`src/rtl/ship_lane_ctrl.sv`:
```
`default_nettype none
// ============================================================================
// Module   : ship_lane_ctrl
// Purpose  : Player-ship lane tracker with edge-detected buttons and a
//            valid/ready shot request gated by a programmable cooldown.
// Revision : 1.0 - initial release
// ============================================================================
module ship_lane_ctrl #(
    parameter int LANES    = 3,
    parameter int IDXW     = 2,
    parameter int START    = 1,
    parameter int WRAP     = 0,
    parameter int COOLDOWN = 4,
    parameter int CW       = 3
) (
    input  logic             CLK,
    input  logic             RST,
    input  logic             EN,
    input  logic             LEFT,
    input  logic             RIGHT,
    input  logic             FIRE,
    input  logic             SHOT_RDY,
    output logic [LANES-1:0] POS,
    output logic [IDXW-1:0]  IDX,
    output logic             SHOT_VLD,
    output logic [IDXW-1:0]  SHOT_LANE,
    output logic             BUSY
);

    typedef enum logic [1:0] {
        ST_IDLE = 2'd0,
        ST_PEND = 2'd1,
        ST_COOL = 2'd2
    } state_t;

    localparam logic [IDXW-1:0] LAST_IDX  = IDXW'(LANES - 1);
    localparam logic [IDXW-1:0] START_IDX = IDXW'(START);
    localparam logic [IDXW-1:0] ONE_IDX   = IDXW'(1);
    localparam logic [CW-1:0]   ONE_CNT   = CW'(1);
    localparam logic [CW-1:0]   COOL_LOAD = (COOLDOWN > 0) ? CW'(COOLDOWN - 1) : '0;
    localparam logic [LANES-1:0] POS_ONE  = LANES'(1);

    logic            left_q, right_q, fire_q;
    logic            rise_l, rise_r, rise_f;
    logic [IDXW-1:0] idx_q, idx_d;
    state_t          state_q, state_d;
    logic [IDXW-1:0] shot_lane_q, shot_lane_d;
    logic [CW-1:0]   cnt_q, cnt_d;
    logic            shot_vld_q, shot_vld_d;
    logic            busy_q, busy_d;

    // Edge registers track the buttons every cycle so a press held across
    // EN rising is never seen as a new edge.
    assign rise_l = LEFT  & ~left_q;
    assign rise_r = RIGHT & ~right_q;
    assign rise_f = FIRE  & ~fire_q;

    always_comb begin
        idx_d = idx_q;
        if (EN && rise_l && !rise_r) begin
            if (idx_q == '0) begin
                idx_d = (WRAP != 0) ? LAST_IDX : '0;
            end else begin
                idx_d = idx_q - ONE_IDX;
            end
        end else if (EN && rise_r && !rise_l) begin
            if (idx_q >= LAST_IDX) begin
                idx_d = (WRAP != 0) ? '0 : LAST_IDX;
            end else begin
                idx_d = idx_q + ONE_IDX;
            end
        end
    end

    always_comb begin
        state_d     = state_q;
        shot_lane_d = shot_lane_q;
        cnt_d       = cnt_q;
        case (state_q)
            ST_IDLE: begin
                if (EN && rise_f) begin
                    state_d     = ST_PEND;
                    shot_lane_d = idx_q;
                end
            end
            ST_PEND: begin
                if (SHOT_RDY) begin
                    if (COOLDOWN == 0) begin
                        state_d = ST_IDLE;
                    end else begin
                        state_d = ST_COOL;
                        cnt_d   = COOL_LOAD;
                    end
                end
            end
            ST_COOL: begin
                if (cnt_q == '0) begin
                    state_d = ST_IDLE;
                end else begin
                    cnt_d = cnt_q - ONE_CNT;
                end
            end
            default: state_d = ST_IDLE;
        endcase
        shot_vld_d = (state_d == ST_PEND);
        busy_d     = (state_d != ST_IDLE);
    end

    always_ff @(posedge CLK or posedge RST) begin
        if (RST) begin
            left_q      <= 1'b0;
            right_q     <= 1'b0;
            fire_q      <= 1'b0;
            idx_q       <= START_IDX;
            state_q     <= ST_IDLE;
            shot_lane_q <= '0;
            cnt_q       <= '0;
            shot_vld_q  <= 1'b0;
            busy_q      <= 1'b0;
        end else begin
            left_q      <= LEFT;
            right_q     <= RIGHT;
            fire_q      <= FIRE;
            idx_q       <= idx_d;
            state_q     <= state_d;
            shot_lane_q <= shot_lane_d;
            cnt_q       <= cnt_d;
            shot_vld_q  <= shot_vld_d;
            busy_q      <= busy_d;
        end
    end

    assign IDX       = idx_q;
    assign POS       = POS_ONE << idx_q;
    assign SHOT_VLD  = shot_vld_q;
    assign SHOT_LANE = shot_lane_q;
    assign BUSY      = busy_q;

endmodule
`default_nettype wire

```
`config.mk`:
```
export PLATFORM = sky130hd
export DESIGN_NAME = ship_lane_ctrl
export DESIGN_NICKNAME = d
export VERILOG_FILES = /design/src/rtl/ship_lane_ctrl.sv
export SDC_FILE = /design/constraint.sdc
export NUM_CORES = 1
export LEC_CHECK = 0
export BUFFER_PORTS_ARGS = -buffer_cell sky130_fd_sc_hd__buf_2
export CORE_MARGIN = 3
export CORE_UTILIZATION = 30
export DETAILED_ROUTE_END_ITERATION = 6
export PLACE_DENSITY_LB_ADDON = 0.12
export SYNTH_ARGS = -nofsm -noshare
export SYNTH_HDL_FRONTEND = slang
export SYNTH_SLANG_ARGS = --single-unit
```
`constraint.sdc`:
```
create_clock -name CLK -period 1.5 [get_ports CLK]
set_input_delay 0.15 -clock CLK [delete_from_list [all_inputs] [get_ports CLK]]
set_output_delay 0.15 -clock CLK [all_outputs]
set_load 0.01 [all_outputs]
```
==> impl_metrics.env, run 1 <==
export IMPL_min_path_type="in -> reg"
export IMPL_die_area_sq_um=2740
export IMPL_cts_max_level=1
export IMPL_setup_violations=0
export IMPL_grt_use_met2=0.155
export IMPL_antennaDiodeCount=0
export IMPL_tns_ps=0
export IMPL_fin_crit_ps=1380
export IMPL_ys_seq_area_frac=0.547
export IMPL_fmax_mhz=723
export IMPL_path_clk_slew_ps=80
export IMPL_cts_tree="built"
export IMPL_top_usage_layer="met2"
export IMPL_finalCritPeriodShare=0.922
export IMPL_cts_path_max_buffers=2
export IMPL_fin_util=0.424
export IMPL_p_per_area_nw_per_um2=1410
export IMPL_ys_types=26
export IMPL_fillerInstances=206
export IMPL_peakVddDrop_v=0.000669
export IMPL_syn_inst=57
export IMPL_cp_arrival_ps=1550
export IMPL_port_buffer_count=15
export IMPL_use_met1=0.127
export IMPL_syn_nets=66
export IMPL_antenna_found_initial=0
export IMPL_critical_path_class="reg -> reg"
export IMPL_clk_latency_ps=270
export IMPL_grt_util_all_layers=0.100
export IMPL_cts_root_buf="clkbuf_4"
export IMPL_io_pins=16
export IMPL_yosys_top_cells_area="dfrtp_1, mux2_4, dfstp_2"
export IMPL_post_cts_buffers=0
export IMPL_drive_above_1_share=0.358
export IMPL_synth_top_cell_by_area="dfrtp_1"
export IMPL_synth_most_common_cell="dfrtp_1"
export IMPL_syn_area_sq_um=643
export IMPL_synth_avg_cell_area_sq_um=11.3
export IMPL_endpoint_kind="register"
export IMPL_grt_max_degree=15
export IMPL_status="finished clean"
export IMPL_num_nets_final=91
export IMPL_finClkSkew_ps=3.99
export IMPL_drv_cap=0
export IMPL_num_rows=16
export IMPL_place_congestion=0.695
export IMPL_dr_pass1_iters=2
export IMPL_slew_violations=0
export IMPL_core_area_sq_um=2000
export IMPL_synth_top_flop_cell="dfrtp_1"
export IMPL_viasPerCell=4.40
export IMPL_finalHoldViolations=0
export IMPL_synth_async_sr_flop_share=1.00
export IMPL_drc=0
export IMPL_initial_utilization=0.321
export IMPL_ant_nets=0
export IMPL_area_sequential_sq_um=352
export IMPL_synth_warnings=0
export IMPL_tightestPinTransition_ps=524
export IMPL_dr_total_vias=475
export IMPL_grt_pass1_wl_um=2010
export IMPL_p_leak_nw=0.422
export IMPL_max_slew_margin=0.650
export IMPL_hpwl_um=786
export IMPL_clock_sinks=14
export IMPL_grt_pass1_vias=472
export IMPL_synth_top_area_frac=0.506
export IMPL_grt_overflow=0
export IMPL_cp_required_ps=1670
export IMPL_crit_fanout=3
export IMPL_area_growth_pct=32.1
export IMPL_grtUsageMet3=0.0513
export IMPL_drt_iter0_markers=1
export IMPL_rsz0062_at_grt="false"
export IMPL_routed_wl_um=1130
export IMPL_wl_per_cell_um=10.5
export IMPL_synth_edf_count=0
export IMPL_die_w_um=52.3
export IMPL_die_h_um=52.3
export IMPL_cts_buffers=3
export IMPL_synth_seq_cells=14
export IMPL_cp_start_kind="register"
export IMPL_synth_common_cells="dfrtp_1, nor2_1, inv_1, nor2b_1"
export IMPL_multi_input_area_sq_um=300
-- worst max-delay path, cell delays in order, from the launching register on --
cell and delay (ps):
dfrtp_1 380, inv_1 80, ha_1 170, nor2b_4 150
nand2b_4 140, o21ai_4 60, mux2_4 300
-- sequential cells by signal, indices dropped and copies added, names as in the netlist --
name       flops
state_q        2
BUSY           1
fire_q         1
SHOT_LANE      2
left_q         1
right_q        1
IDX            2
SHOT_VLD       1
cnt_q          3
-- per-stage QoR --
stage	hold slack, ps	setup WS [ps]	total power, W	instance area (sq um)	instances
finish	129	117	0.00120	850	108
global route	137	19.9	0.00131	850	108
CTS	121	44.5	0.00117	826	108
detailed placement	223	56.4	0.000934	759	100
global placement	221	88.6	0.000932	759	100
floorplan	38.5	83.5	0.000800	643	57
-- where the power goes --
group          leakage (nW)  total, W  switching [W]  internal (W)
Combinational         0.235  0.000420       0.000188      0.000232
Clock                0.0150  0.000217       0.000114      0.000103
Sequential            0.172  0.000563      0.0000857      0.000477
-- kinds of logic (layout without fill, tap and decap cells) --
family / count (synthesis) / count (layout) / share of synthesized area
and+or+nand+nor: 22 / 22 / 0.195
buffers and inverters: 4 / 28 / 0.0233
adders and majority gates: 2 / 2 / 0.0389
DFF: 14 / 14 / 0.547
xor gates and xnor gates: 1 / 1 / 0.0136
AOI/OAI and AO/OA: 10 / 10 / 0.101
muxes: 4 / 4 / 0.0817
-- repair_timing --
action	4_1_cts	5_1_grt
hold endpoints to repair	16	0
hold buffers	4	0
setup endpoints to repair	0	1
resized for setup	0	5
-- layout make-up --
cell class / instances / share of cell area
multi-input cells: 39 / 0.353
well taps: 27 / 0.0398
flip-flops and latches: 14 / 0.414
repair buffers: 20 / 0.144
inverters: 4 / 0.0177
clock buffers: 4 / 0.0309
-- metal layers --
metal / vias up / wire length (um)
met2: 14 / 539
met5: - / 0
met3: 0 / 72
met4: 0 / 0
met1: 215 / 518
li1: 246 / -
-- path summary, 6_finish.rpt --
path	to	slack (ps)	cells past startpoint	startpoint
max in group asynchronous	IDX[0]	690	3	RST
min reg2reg	SHOT_LANE[1]	510	1	SHOT_LANE[1]
max reg2reg	cnt_q[1]	120	6	cnt_q[0]
max	cnt_q[1]	120	6	cnt_q[0]
min	IDX[0]	130	3	EN
min in group asynchronous	fire_q	440	3	RST
-- layout by cell type, fill, tap and decap left out --
| cell type | netlist | final |
|---|---|---|
| buf_2 | 0 | 15 |
| dfrtp_1 | 13 | 13 |
| nor2_1 | 6 | 6 |
| inv_1 | 4 | 4 |
| dlygate4sd3_1 | 0 | 4 |
| nor2b_1 | 4 | 3 |
| a21oi_1 | 3 | 3 |
| nand2_1 | 3 | 3 |
| mux2_4 | 2 | 3 |
| clkbuf_4 | 0 | 3 |
| o21ai_0 | 2 | 2 |
| o31ai_1 | 2 | 2 |
| ha_1 | 2 | 2 |
| dfstp_2 | 1 | 1 |
| nand2b_1 | 1 | 1 |
| and3_1 | 1 | 1 |
| nor3_1 | 1 | 1 |
| xor2_1 | 1 | 1 |
| nor2b_4 | 0 | 1 |
| and2b_4 | 1 | 1 |
| nand2b_4 | 0 | 1 |
| o221ai_1 | 1 | 1 |
| o211ai_1 | 1 | 1 |
| nand3b_1 | 1 | 1 |
| or3_4 | 1 | 1 |
| o21ai_4 | 0 | 1 |
| mux2_2 | 1 | 1 |
| or2_1 | 1 | 1 |
| nand3_1 | 1 | 1 |
| clkbuf_1 | 0 | 1 |
| buf_4 | 0 | 1 |
No activity file was read; power rests on OpenSTA's default activity.
==> run 2, diff against run 1 <==
Settings changed: BUFFER_PORTS_ARGS -buffer_cell sky130_fd_sc_hd__buf_2 to -buffer_cell sky130_fd_sc_hd__buf_4.
==> impl_metrics.env, run 2 (synthesis results as in run 1) <==
export IMPL_dr_pass1_iters=4
export IMPL_num_rows=16
export IMPL_largest_register_ffs=3
export IMPL_crit_fanout=3
export IMPL_area_growth_pct=39.5
export IMPL_r2r_slack_ps=90
export IMPL_critPathBufInv=1
export IMPL_layout_common_cells="buf_4, dfrtp_1, nor2_1, inv_1, dlygate4sd3_1"
export IMPL_finalHoldViolations=0
export IMPL_tightestPinTransition_ps=533
export IMPL_slew_violations=0
export IMPL_finClkSkew_ps=1.76
export IMPL_max_slew_margin=0.645
export IMPL_place_congestion=0.707
export IMPL_drt_iter0_markers=9
export IMPL_p_per_area_nw_per_um2=1420
export IMPL_grt_pass1_vias=478
export IMPL_whs_ps=130
export IMPL_tns_ps=0
export IMPL_antennaDiodeCount=0
export IMPL_grt_max_degree=15
export IMPL_grt_overflow=0
export IMPL_final_common_cell="buf_4"
export IMPL_antenna_found_initial=0
export IMPL_fin_crit_ps=1410
export IMPL_critical_path_class="reg -> reg"
export IMPL_grt_util_all_layers=0.100
export IMPL_die_w_um=52.3
export IMPL_clk_latency_ps=270
export IMPL_fillerInstances=199
export IMPL_io_pins=16
export IMPL_largest_register="cnt_q"
export IMPL_reg2reg_from="cnt_q[0]"
export IMPL_r2r_cells=6
export IMPL_core_area_sq_um=2000
export IMPL_cts_tree="built"
export IMPL_min_path_type="in -> reg"
export IMPL_viasPerCell=4.34
export IMPL_die_h_um=52.3
export IMPL_power_total_w=0.00127
export IMPL_drive_above_1_share=0.373
export IMPL_cp_required_ps=1660
export IMPL_crit_cells=6
export IMPL_setup_violations=0
export IMPL_finalCritPeriodShare=0.942
export IMPL_routed_wl_um=1160
export IMPL_cp_arrival_ps=1580
export IMPL_wl_per_cell_um=10.6
export IMPL_dr_total_vias=477
export IMPL_endpoint_kind="register"
export IMPL_drv_cap=0
export IMPL_r2r_end="cnt_q[1]"
export IMPL_placed_cells=100
export IMPL_ant_nets=0
export IMPL_slowest_stage="dfrtp_1"
export IMPL_fmax_mhz=708
export IMPL_path_clk_slew_ps=80
export IMPL_max_stage_delay_ps=350
export IMPL_hpwl_um=779
export IMPL_initial_utilization=0.321
export IMPL_cts_max_level=1
export IMPL_cp_start_kind="register"
export IMPL_p_leak_nw=0.439
export IMPL_grt_pass1_wl_um=2010
export IMPL_status="finished clean"
export IMPL_crit_end="cnt_q[1]"
export IMPL_cts_path_max_buffers=2
export IMPL_num_nets_final=93
export IMPL_cp_startpoint="cnt_q[0]"
export IMPL_cts_buffers=3
export IMPL_peakVddDrop_v=0.000679
export IMPL_final_instance_count_excl_fill=110
export IMPL_crit_chain="inv_1 > ha_1 > nor2b_2 > nand2b_4 > o21ai_4 > mux2_4"
export IMPL_drc=0
export IMPL_port_buffer_count=15
export IMPL_die_area_sq_um=2740
export IMPL_clock_sinks=14
export IMPL_cp_top_family="flip-flops"
export IMPL_cts_root_buf="clkbuf_4"
==> run 2: cell types whose count changed in the layout (fill, tap and decap cells not counted) <==
cell     delta
buf_2      -15
buf_4      +17
nor2b_2     +1
nor2b_4     -1
==> run 2: routing by layer <==
metal,GRT usage,vias to the layer above,wire length [um]
li1,-,245,-
met5,0,-,0
met2,0.159,14,531
met1,0.129,216,549
met3,0.0427,2,70
met4,0.0128,0,10
==> run 2: worst reg2reg max path, cell delays in order (launching register included) <==
cell      delay [ps]
dfrtp_1          350
inv_1             60
ha_1             210
nor2b_2          160
nand2b_4         150
o21ai_4           70
mux2_4           310
==> run 2: where the power goes <==
group	total, W	switching [W]	internal [W]
Sequential	0.000563	0.0000848	0.000478
Clock	0.000219	0.000116	0.000103
Combinational	0.000493	0.000203	0.000289
Total	0.00127	0.000404	0.000870
==> run 2: cell type report <==
type | count | area [sq um] | area share
flip-flops and latches | 14 | 352 | 0.392
repair buffers | 22 | 175 | 0.195
inverters | 4 | 15.0 | 0.0167
clock buffers | 4 | 26.3 | 0.0293
multi-input cells | 39 | 295 | 0.329
well taps | 27 | 33.8 | 0.0377
==> run 2: worst min-delay path by stage <==
stage                     from  endpoint  slack [ps]  cells after the start
after floorplan            RST      BUSY          40                      1
after CTS                   EN    IDX[0]         120                      3
after detailed placement   RST   right_q         240                      2
after global routing        EN    IDX[0]         130                      3
after global placement     RST    fire_q         230                      2
final                       EN    IDX[0]         130                      3
==> run 2: through the flow <==
| stage | utilization | setup slack, ps | instance area [sq um] |
|---|---|---|---|
| after floorplan | - | 83.5 | 643 |
| after global routing | 0.448 | -26.6 | 897 |
| after global placement | 0.398 | 90.5 | 797 |
| after detailed placement | 0.398 | 54.1 | 797 |
| after CTS | 0.431 | 44.4 | 863 |
| final | 0.448 | 87.4 | 897 |
==> run 2: timing repair <==
item                                   in CTS  in global routing
setup endpoints to repair                   0                  1
resized for setup                           0                  4
hold buffers                                4                  0
endpoints found under the hold margin      16                  0
setup buffers                               0                  2
